File: src/rtl/riscv_defines_pkg.sv
// Shared RISC-V core definitions.
// Holds the exception-PC target encodings used by the controller and the
// IF stage, plus the widths of the PC-select and vector-index fields.
package riscv_defines;

  localparam int EXC_PC_W  = 2;
  localparam int VEC_IDX_W = 5;

  localparam logic [EXC_PC_W-1:0] EXC_PC_EXC     = 2'b00;
  localparam logic [EXC_PC_W-1:0] EXC_PC_IRQ     = 2'b01;
  localparam logic [EXC_PC_W-1:0] EXC_PC_DBG_EXC = 2'b10;
  localparam logic [EXC_PC_W-1:0] EXC_PC_DBG     = 2'b11;

endpackage

File: src/rtl/riscv_sat_counter.sv
// Saturating up-counter.
// Ports: clk, rst_n (async active-low), inc (count up by one),
//        clear (synchronous zero, wins over inc), count (current value).
// The count sticks at all-ones instead of wrapping.
module riscv_sat_counter #(
  parameter int WIDTH = 16
) (
  input  logic             clk,
  input  logic             rst_n,
  input  logic             inc,
  input  logic             clear,
  output logic [WIDTH-1:0] count
);

  always_ff @(posedge clk or negedge rst_n) begin
    if (!rst_n)                       count <= '0;
    else if (clear)                   count <= '0;
    else if (inc && (count != '1))    count <= count + 1'b1;
  end

endmodule

File: src/rtl/riscv_exc_ack_unit.sv
// Exception/interrupt acknowledge controller.
// Accepts a held-high request, drains outstanding LSU traffic, optionally
// parks the core for the debugger, then issues a single-cycle ack cycle
// (ack/pc_set/save_epc/flush) followed by one FLUSH cycle.
// Ports:
//   clk, rst_n                     clock, async active-low reset
//   req_i, trap_i, dbg_resume_i    request, debug trap, debugger resume
//   data_pending_i                 LSU transaction outstanding
//   pc_mux_i, vec_pc_mux_i         exception target select / vector index
//   ack_o, pc_set_o, save_epc_o    ack-cycle pulses
//   flush_o, halt_if_o, halt_id_o  pipeline control
//   exc_pc_mux_o, vec_pc_o         target/index to IF (bypassed on ack)
//   dbg_halted_o                   core parked for debugger
//   exc_cnt_o                      saturating count of acks
module riscv_exc_ack_unit
  import riscv_defines::*;
#(
  parameter int CNT_W = 16
) (
  input  logic                 clk,
  input  logic                 rst_n,
  input  logic                 req_i,
  output logic                 ack_o,
  input  logic [EXC_PC_W-1:0]  pc_mux_i,
  input  logic [VEC_IDX_W-1:0] vec_pc_mux_i,
  input  logic                 trap_i,
  input  logic                 dbg_resume_i,
  input  logic                 data_pending_i,
  output logic                 halt_if_o,
  output logic                 halt_id_o,
  output logic                 flush_o,
  output logic                 pc_set_o,
  output logic [EXC_PC_W-1:0]  exc_pc_mux_o,
  output logic [VEC_IDX_W-1:0] vec_pc_o,
  output logic                 save_epc_o,
  output logic                 dbg_halted_o,
  output logic [CNT_W-1:0]     exc_cnt_o
);

  // 3-bit encoding leaves spare codes; any of them falls back to IDLE.
  typedef enum logic [2:0] {
    IDLE     = 3'd0,
    DRAIN    = 3'd1,
    FLUSH    = 3'd2,
    DBG_WAIT = 3'd3
  } state_t;

  state_t state_q, state_d;
  // Set on debugger resume so the trap that caused the halt is not taken
  // again while the same request drains; cleared when the request is acked.
  logic   trap_mask_q, trap_mask_d;

  logic                 ack, flush, halt_if, halt_id, dbg_halted;
  logic [EXC_PC_W-1:0]  pc_mux_q;
  logic [VEC_IDX_W-1:0] vec_q;

  always_ff @(posedge clk or negedge rst_n) begin
    if (!rst_n) begin
      state_q     <= IDLE;
      trap_mask_q <= 1'b0;
      pc_mux_q    <= EXC_PC_EXC;
      vec_q       <= '0;
    end else begin
      state_q     <= state_d;
      trap_mask_q <= trap_mask_d;
      if (ack) begin
        pc_mux_q <= pc_mux_i;
        vec_q    <= vec_pc_mux_i;
      end
    end
  end

  always_comb begin
    state_d     = state_q;
    trap_mask_d = trap_mask_q;
    ack         = 1'b0;
    flush       = 1'b0;
    halt_if     = 1'b0;
    halt_id     = 1'b0;
    dbg_halted  = 1'b0;
    case (state_q)
      IDLE: begin
        if (req_i) begin
          if (trap_i) begin
            state_d = DBG_WAIT;
          end else if (data_pending_i) begin
            halt_if = 1'b1;
            halt_id = 1'b1;
            state_d = DRAIN;
          end else begin
            ack     = 1'b1;
            state_d = FLUSH;
          end
        end
      end
      DRAIN: begin
        halt_if = 1'b1;
        halt_id = 1'b1;
        if (!req_i) begin
          state_d     = IDLE;
          trap_mask_d = 1'b0;
        end else if (!data_pending_i) begin
          if (trap_i && !trap_mask_q) begin
            state_d = DBG_WAIT;
          end else begin
            ack     = 1'b1;
            state_d = FLUSH;
          end
        end
      end
      FLUSH: begin
        flush   = 1'b1;
        halt_id = 1'b1;
        state_d = IDLE;
      end
      DBG_WAIT: begin
        dbg_halted = 1'b1;
        halt_if    = 1'b1;
        halt_id    = 1'b1;
        if (dbg_resume_i) begin
          state_d     = DRAIN;
          trap_mask_d = 1'b1;
        end
      end
      default: begin
        state_d     = IDLE;
        trap_mask_d = 1'b0;
      end
    endcase
    if (ack) begin
      flush       = 1'b1;
      trap_mask_d = 1'b0;
    end
  end

  // Outputs are forced low while reset is asserted, independent of clk.
  assign ack_o        = rst_n & ack;
  assign pc_set_o     = rst_n & ack;
  assign save_epc_o   = rst_n & ack;
  assign flush_o      = rst_n & flush;
  assign halt_if_o    = rst_n & halt_if;
  assign halt_id_o    = rst_n & halt_id;
  assign dbg_halted_o = rst_n & dbg_halted;

  // Zero-latency target: the IF stage sees the live select in the ack cycle.
  assign exc_pc_mux_o = ack_o ? pc_mux_i     : pc_mux_q;
  assign vec_pc_o     = ack_o ? vec_pc_mux_i : vec_q;

  riscv_sat_counter #(.WIDTH(CNT_W)) u_cnt (
    .clk   (clk),
    .rst_n (rst_n),
    .inc   (ack_o),
    .clear (1'b0),
    .count (exc_cnt_o)
  );

endmodule

File: config.mk
export PLATFORM = sky130hd
export DESIGN_NAME = riscv_exc_ack_unit
export DESIGN_NICKNAME = d
export VERILOG_FILES = /design/src/rtl/riscv_defines_pkg.sv /design/src/rtl/riscv_sat_counter.sv /design/src/rtl/riscv_exc_ack_unit.sv
export SDC_FILE = /design/constraint.sdc
export NUM_CORES = 1
export LEC_CHECK = 0
export BUFFER_PORTS_ARGS = -buffer_cell sky130_fd_sc_hd__buf_2
export CAP_MARGIN = 40
export CORE_MARGIN = 3
export CORE_UTILIZATION = 46
export CTS_BUF_LIST = sky130_fd_sc_hd__clkbuf_4
export DETAILED_ROUTE_END_ITERATION = 6
export GPL_TIMING_DRIVEN = 0
export PLACE_DENSITY_LB_ADDON = 0.3
export SLEW_MARGIN = 30
export SYNTH_ARGS = -nofsm -noshare
export SYNTH_HDL_FRONTEND = slang
export SYNTH_SLANG_ARGS = --single-unit
File: constraint.sdc
create_clock -name clk -period 2.15 [get_ports clk]
set_input_delay 0.1075 -clock clk [delete_from_list [all_inputs] [get_ports clk]]
set_output_delay 0.1075 -clock clk [all_outputs]
set_load 0.03 [all_outputs]
Yosys cells after proc, flatten, opt, wreduce, memory -nomap -nowiden
Index checks and enable logic that the tools add are counted.

Eq/ne operators: 10. Bitwise operators: 5. Reduce and logical (&&, ||, !) cells: 9. Muxes and demuxes: 29. Add/sub/neg operators: 1.

Operators by type and width (count): 16-bit by 1-bit adder with 16-bit output, second input constant (1); 1-bit two-way mux (16); 16-bit != test, second input constant (1); 3-bit two-way mux (4); 3-bit != test, second input constant (3); 3-bit case mux with 3 select lines (1); 3-bit by 2-bit equality test with 1-bit output, second input constant (2); 2-bit two-way mux (3); 1-bit case mux with 2 select lines (3); 3-bit AND reduction (2); 1-bit bitwise AND (5); 5-bit two-way mux (1); 2-bit != test, second input constant (2); 2-bit OR reduction (2); 3-bit by 1-bit equality test with 1-bit output, second input constant (1); 3-bit zero test (1); 1-bit case mux with 3 select lines (1); 3-bit OR reduction (1); 1-bit logical AND (2); 2-bit by 1-bit != test with 1-bit output, second input constant (1); 1-bit zero test (1).

Word-level logic and storage cells: 59. Register bits after elaboration: 27. Bits of input ports: 13. Output and inout port bits: 30.

Logic depth before layout (Yosys ltp)
Gate-level depths: netlist of run 1.

Word-level depth: 8. Gate-level depth with buffers: 6. Gate-level depth less buffers: 5.

Cells and area by module
A second synthesis of run 1 with hierarchy kept.

Cells, all modules: 150. Area, all modules: 1576.5 um^2.

By module, submodules not included: riscv_sat_counter (sequential area each 400.4 um^2, area an instance 942.2 um^2, cells each 98, times used 1); riscv_exc_ack_unit (sequential area each 250.2 um^2, area an instance 634.4 um^2, cells each 52, times used 1).

Worst setup path before layout of run 1
Ideal clock, no wire load.

Path type: register -> register. Start: register u_cnt.count[0]. End: register u_cnt.count[1]. Cell stages (with the launch flop): 6. Arrival time: 1.900 ns. Path slack: 0.125 ns. Data required time: 2.025 ns. Clock period less this slack: 2.025 ns. Buffers on the path: 0. Library setup time: 0.125 ns. Path through: dfrtp_1 > ha_1 > nand3_1 > or4_4 > and2_4 > mux2_4.

Longest elaborated chain between the ends: 2. Elaborated cells between the ends (all ways): 3. Those cells by class: add/sub: 1; eq/ne: 1; reduce/logical: 1.

Ends and longest elaborated chain: from (decl) (line riscv_sat_counter.sv:12) `output logic [WIDTH-1:0] count`; from (signal assigned) (line riscv_sat_counter.sv:18) `else if (inc && (count != '1)) count <= count + 1'b1;`; branches (longest 2 deep; another with 16-bit by 1-bit adder with 16-bit output).

Parallel ways; which one is timed is not known. A chain may end at the register's enable or synchronous reset.

Worst setup path after layout of run 1
Start: register state_q[0]. End: output flush_o.

Longest elaborated chain between the ends: 4. Elaborated cells between the ends (all ways): 7. Those cells by class: eq/ne: 2; mux: 3; bitwise: 1; reduce/logical: 1.

Ends and longest elaborated chain: from (decl) (line riscv_exc_ack_unit.sv:48) `state_t state_q, state_d;`; from (signal assigned) (line riscv_exc_ack_unit.sv:64) `state_q <= state_d;`; 3-bit by 1-bit equality test with 1-bit output (tied with other cells) (line riscv_exc_ack_unit.sv:81) `case (state_q)`; 1-bit case mux with 2 select lines or 1-bit two-way mux (tied branches) (line riscv_exc_ack_unit.sv:81); 1-bit two-way mux * (line riscv_exc_ack_unit.sv:130) `if (ack) begin`; 1-bit bitwise AND * (line riscv_exc_ack_unit.sv:140) `assign flush_o = rst_n & flush;`; to (decl) (line riscv_exc_ack_unit.sv:31) `output logic flush_o,`.

Mark *: on every way between the ends. The rest lies on a longest branch, timed or not.

==> flow_summary.ini, run 1 <==
[outcome]
outcome = completed

[timing]
slew_viol_final = 0
relSlewSlack_pct = 82.6
worstMarginPinSlew_ps = 259
hold_viol_final = 0
setup_tns_ps = 0
finalSetupViolCount = 0
max_freq_mhz = 490
period_share_pct = 94.9
grt_setup_unrepaired = yes
fin_worst_skew_ps = 8.83
post-route-min-period_ps = 2040

[clock_network]
clkLatencyLatePin_ps = 340
cts_inserted_buffers = 3
ctsLongestPathBuffers = 2
cts.clk_slew.worst_paths_ps = 150
htree_levels = 1
root_buffer = clkbuf_4
cts_sinks = 26
cts_tree = done

[finish]
area_growth_pct = 32.9
layout_commonest_cell = buf_2
fin_area_um2 = 1800
finalNetCount = 190
drive_above_1_share_pct = 44.0
most-common-layout-cells = 44 x buf_2, 26 x dfrtp_1, 14 x mux2_2, 14 x xnor2_1, 12 x nand3_1
antenna_cells = 0

[critical_path]
critical_path_class = reg -> out
crit_family = buffers and inverters
cp_max_fo = 9
cpPeakStageDelay_ps = 460
path_buf_inv = 3
cp-end-kind = primary output
worstPathCellList = clkbuf_4 > a21boi_2 > or4b_1 > buf_2 > a21boi_1 > buf_4
required_ps = 2040
crit_slowest_cell = or4b_1
critPathLaunchType = flip-flop
arrival_ps = 1930

[synthesis]
synth_edf_count = 0
synthTopCellsByArea = dfrtp_1 48%, mux2_2 12%, xnor2_1 9.0%, nand3_1 4.4%, and3_1 3.2%
syn-num-nets = 133
postSynthCellCount = 119
yosysSeqAreaShare_pct = 48.0
netlist-cell-type-count = 37
synth_top_area_share_pct = 48.0
synthFlopType = dfrtp_1
ys_async_sr_fraction_pct = 100
syn_area_per_cell_um2 = 11.4
synth_seq_cells = 26
synth_area_um2 = 1360
yosys.area.top_type = dfrtp_1
yosysWarningCount = 0

[drt]
ant_nets = 0
avgRoutedWirePerCell_um = 14.0
vias = 1109
drt-initial-drc-count = 41
dr.pass1.iters = 2
avgViaCountPerCell = 5.38
remaining_drc_errors = 0
route.final.wire_length_mm = 2.89

[placement]
placed_cell_area_um2 = 1610
numPortBuffers = 42
post-dp-hpwl_mm = 2.06
place.gp.congestion = 0.796

[global_route]
antenna_found_initial = 0
track_usage_pct = 18.5
first_global_vias = 1087
grt_overflow_total = 0
grt_pass1_wl_mm = 5.00
grt_max_degree = 27

[die]
rows = 19
die_area_um2 = 3640
num_io_pins = 43
core_area_um2 = 2780
die_h_um = 60.3
start_util_pct = 48.8
fp.dieW_um = 60.3

[power]
pwr_density_cell_nw_per_um2 = 820
power_leakage_uw = 0.000881
vdd_ir_drop_max_uv = 583

[min_path]
hold_class = in -> reg

[flow_run]
maxCapViolations = 0
[final cells by class]
class	count	area, um^2
clock buffers	3	22.5
repair buffers	52	320
multi-input cells	85	688
clock inverters	1	30.0
inverters	1	3.75
plain buffers	7	48.8
flip-flops and latches	26	651
well taps	31	38.8
fillers	226	978
[report_power, final]
part	switching (uW)	leakage [uW]	internal, uW
registers	60.9	0.000340	570
logic	291	0.000513	209
clock network	159	0.0000279	189
total	511	0.000881	968
[cells by family after synthesis]
kind of cell	synth area share [%]
xor gates and xnor gates	9.69
and+or+nand+nor	20.1
adders and majority gates	0.922
buffers and inverters	3.13
DFF	48.0
muxes	12.7
AOI/OAI and AO/OA	5.44
[worst paths after layout]
path,startpoint,end,slack [ps],depth (start not counted)
max,state_q[0],flush_o,110,6
max in group asynchronous,rst_n,pc_mux_q[0],1650,3
min,vec_pc_mux_i[0],vec_q[0],9,2
max reg2reg,u_cnt.count[0],u_cnt.count[1],230,5
min in group asynchronous,rst_n,u_cnt.count[4],340,3
min reg2reg,u_cnt.count[15],u_cnt.count[15],500,1
[cells in the mapped netlist (2+ instances only)]
| master | instances |
|---|---|
| buf_4 | 2 |
| o21ai_0 | 4 |
| buf_2 | 3 |
| nor2_1 | 2 |
| and3_1 | 7 |
| nand3_1 | 12 |
| dfrtp_1 | 26 |
| nand4_1 | 5 |
| and2_1 | 2 |
| mux2_2 | 14 |
| nand2_1 | 3 |
| xnor2_1 | 14 |
[state kept, by name, summed over array words and instances, names as in the netlist]
| signal | cells |
|---|---|
| vec_q | 5 |
| state_q | 2 |
| trap_mask_q | 1 |
| pc_mux_q | 2 |
| u_cnt.count | 16 |
[metal layers]
| metal | track usage [%] | share of wire (%) |
|---|---|---|
| met5 | 0 | 0 |
| met1 | 24.4 | 43 |
| met4 | 9.81 | 2.5 |
| met2 | 28.9 | 49 |
| met3 | 3.46 | 5.4 |
[metrics by stage]
step / total power, uW / setup WS (ps) / instances / hold slack (ps) / util, %
after floorplan: 977 / 125 / 119 / -188 / -
after global placement: 1100 / -25.8 / 192 / 161 / 57.7
after detailed placement: 1120 / -77.0 / 192 / 167 / 57.7
after CTS: 1490 / 23.2 / 205 / 0.483 / 64.2
after global routing: 1570 / -6.64 / 206 / 7.49 / 64.8
final: 1480 / 109 / 206 / 8.74 / 64.8
[what timing repair did]
item,CTS,global route
buffers inserted,1,0
pin swaps,1,0
gates cloned,0,0
hold endpoints to repair,32,1
gates resized for setup,6,5
setup endpoints to repair,11,2
hold buffers,8,1
No activity file was read; power rests on OpenSTA's default activity.
==> run 2: changes to the inputs <==
--- a/config.mk
+++ b/config.mk
@@ -10,8 +10,10 @@
 export CORE_MARGIN = 3
 export CORE_UTILIZATION = 46
 export CTS_BUF_LIST = sky130_fd_sc_hd__clkbuf_4
+export CTS_CLUSTER_SIZE = 16
 export DETAILED_ROUTE_END_ITERATION = 6
 export GPL_TIMING_DRIVEN = 0
+export HOLD_SLACK_MARGIN = 0.06
 export PLACE_DENSITY_LB_ADDON = 0.3
 export SLEW_MARGIN = 30
 export SYNTH_ARGS = -nofsm -noshare
==> flow_summary.ini, run 2 (synthesized netlist as in run 1, its figures left out) <==
[global_route]
antenna_found_initial = 0
grt_max_degree = 27
grt_overflow_total = 0
track_usage_pct = 18.7
first_global_vias = 1107
grt_pass1_wl_mm = 5.06

[power]
seqPwrFrac_pct = 43.0
clkPwrFrac_pct = 23.4
p_comb_share_pct = 33.6
intPower_uw = 970
power_leakage_uw = 0.000886
pwr_density_cell_nw_per_um2 = 814
p_switching_uw = 510
vdd_ir_drop_max_uv = 576
netSwitchingFraction_pct = 34.4

[clock_network]
root_buffer = clkbuf_4
htree_levels = 1
ctsLongestPathBuffers = 2
cts_inserted_buffers = 3
cts.clk_slew.worst_paths_ps = 150
clkLatencyLatePin_ps = 340
cts_sinks = 26
cts_tree = done

[timing]
finalSetupViolCount = 0
holdWs_ps = 102
fin_worst_skew_ps = 14.8
post-route-min-period_ps = 2040
worstMarginPinSlew_ps = 277
hold_viol_final = 0
period_share_pct = 95.0
grt_setup_unrepaired = yes
relSlewSlack_pct = 81.6
max_freq_mhz = 490
setup_tns_ps = 0
slew_viol_final = 0

[critical_path]
critical_path_class = reg -> out
ff2ff_path_depth = 5
crit_slowest_cell = or4b_1
rr_endpoint = u_cnt.count[1]
cp_max_fo = 9
cp-end-kind = primary output
path_buf_inv = 3
arrival_ps = 1930
crit_family = buffers and inverters
critPathLaunchType = flip-flop
cpPeakStageDelay_ps = 460
regToRegSetupSlack_ps = 230
rr_startpoint = u_cnt.count[0]
required_ps = 2040
worstPathCellList = clkbuf_4 > a21boi_2 > or4b_1 > buf_2 > a21boi_1 > buf_4

[flow_run]
maxCapViolations = 0

[min_path]
worst_hold_path.num_cells = 3
min_from = req_i
hold_class = in -> reg
min_to = state_q[0]

[die]
die_h_um = 60.3
num_io_pins = 43
rows = 19
core_area_um2 = 2780
start_util_pct = 48.8
fp.dieW_um = 60.3
die_area_um2 = 3640

[drt]
route.final.wire_length_mm = 2.90
avgViaCountPerCell = 5.44
met1_length_mm = 1.22
met3_length_um = 150
top_layer_used = met4
route.met2.wl_mm = 1.45
remaining_drc_errors = 0
ant_nets = 0
avgRoutedWirePerCell_um = 14.0
drt-initial-drc-count = 42
vias = 1127
dr.pass1.iters = 4

[finish]
largest_register_ff_count = 16
most-common-layout-cells = 43 x buf_2, 26 x dfrtp_1, 14 x mux2_2, 14 x xnor2_1, 12 x nand3_1
area_growth_pct = 34.0
finalNetCount = 191
fin_util_pct = 65.4
regMostFlops = u_cnt.count
largestRegisters = u_cnt.count x16, vec_q x5
instances_no_fill = 207
antenna_cells = 0
drive_above_1_share_pct = 43.2
fin_area_um2 = 1820
layout_commonest_cell = buf_2

[placement]
dp_cells = 192
numPortBuffers = 42
placed_cell_area_um2 = 1610
place.gp.congestion = 0.796
post-dp-hpwl_mm = 2.06

[outcome]
outcome = completed
## run 2: cell count changes in the layout (fill, tap and decap cells not counted)
cell / delta
buf_2: -1
dlygate4sd3_1: +2
## run 2: worst register-to-register path: cells and delay by family, from the launching register on
family	cells	cell delay, ps
AND/OR/NAND/NOR	3	910
multiplexers	1	290
flip-flops	1	430
adder cells (fa/ha/maj)	1	200
## run 2: power by group through the flow
stage | clock, uW | sequential, uW | combinational [uW]
final | 346 | 636 | 498
after global routing | 380 | 653 | 540
after CTS | 357 | 632 | 507
after detailed placement | 0 | 641 | 474
after global placement | 0 | 635 | 464
after floorplan | 0 | 690 | 287
## run 2: layer usage
metal | up-vias | GRT usage, %
met1 | 547 | 24.3
met4 | 0 | 9.81
li1 | 540 | -
met3 | 8 | 3.24
met2 | 32 | 29.8
met5 | - | 0
## run 2: area by class of cell
cell class | count | area, um^2
plain buffers | 6 | 43.8
fillers | 226 | 963
well taps | 31 | 38.8
clock buffers | 3 | 22.5
inverters | 1 | 3.75
multi-input cells | 85 | 688
flip-flops and latches | 26 | 651
repair buffers | 54 | 340
clock inverters | 1 | 30.0
## run 2: worst max-delay path by stage
stage	from	end	slack, ps	cells after the start
after global placement	rst_n	vec_pc_o[3]	-30	6
after CTS	state_q[0]	flush_o	20	6
after floorplan	u_cnt.count[0]	u_cnt.count[1]	120	5
after detailed placement	rst_n	vec_pc_o[3]	-80	6
final	state_q[0]	flush_o	110	6
after global routing	state_q[0]	flush_o	-7	6
## run 2: repair_timing
action / CTS / global route
setup buffers: 1 / 0
resized for setup: 6 / 4
pin swaps: 1 / 0
hold buffers: 11 / 0
hold endpoints to repair: 34 / 0
setup endpoints to repair: 11 / 3
## run 2: through the flow
step,power (uW),setup WS [ps]
2_1_floorplan,977,125
3_3_place_gp,1100,-25.8
3_5_place_dp,1120,-77.0
4_1_cts,1500,23.2
5_1_grt,1570,-6.64
6_report,1480,108
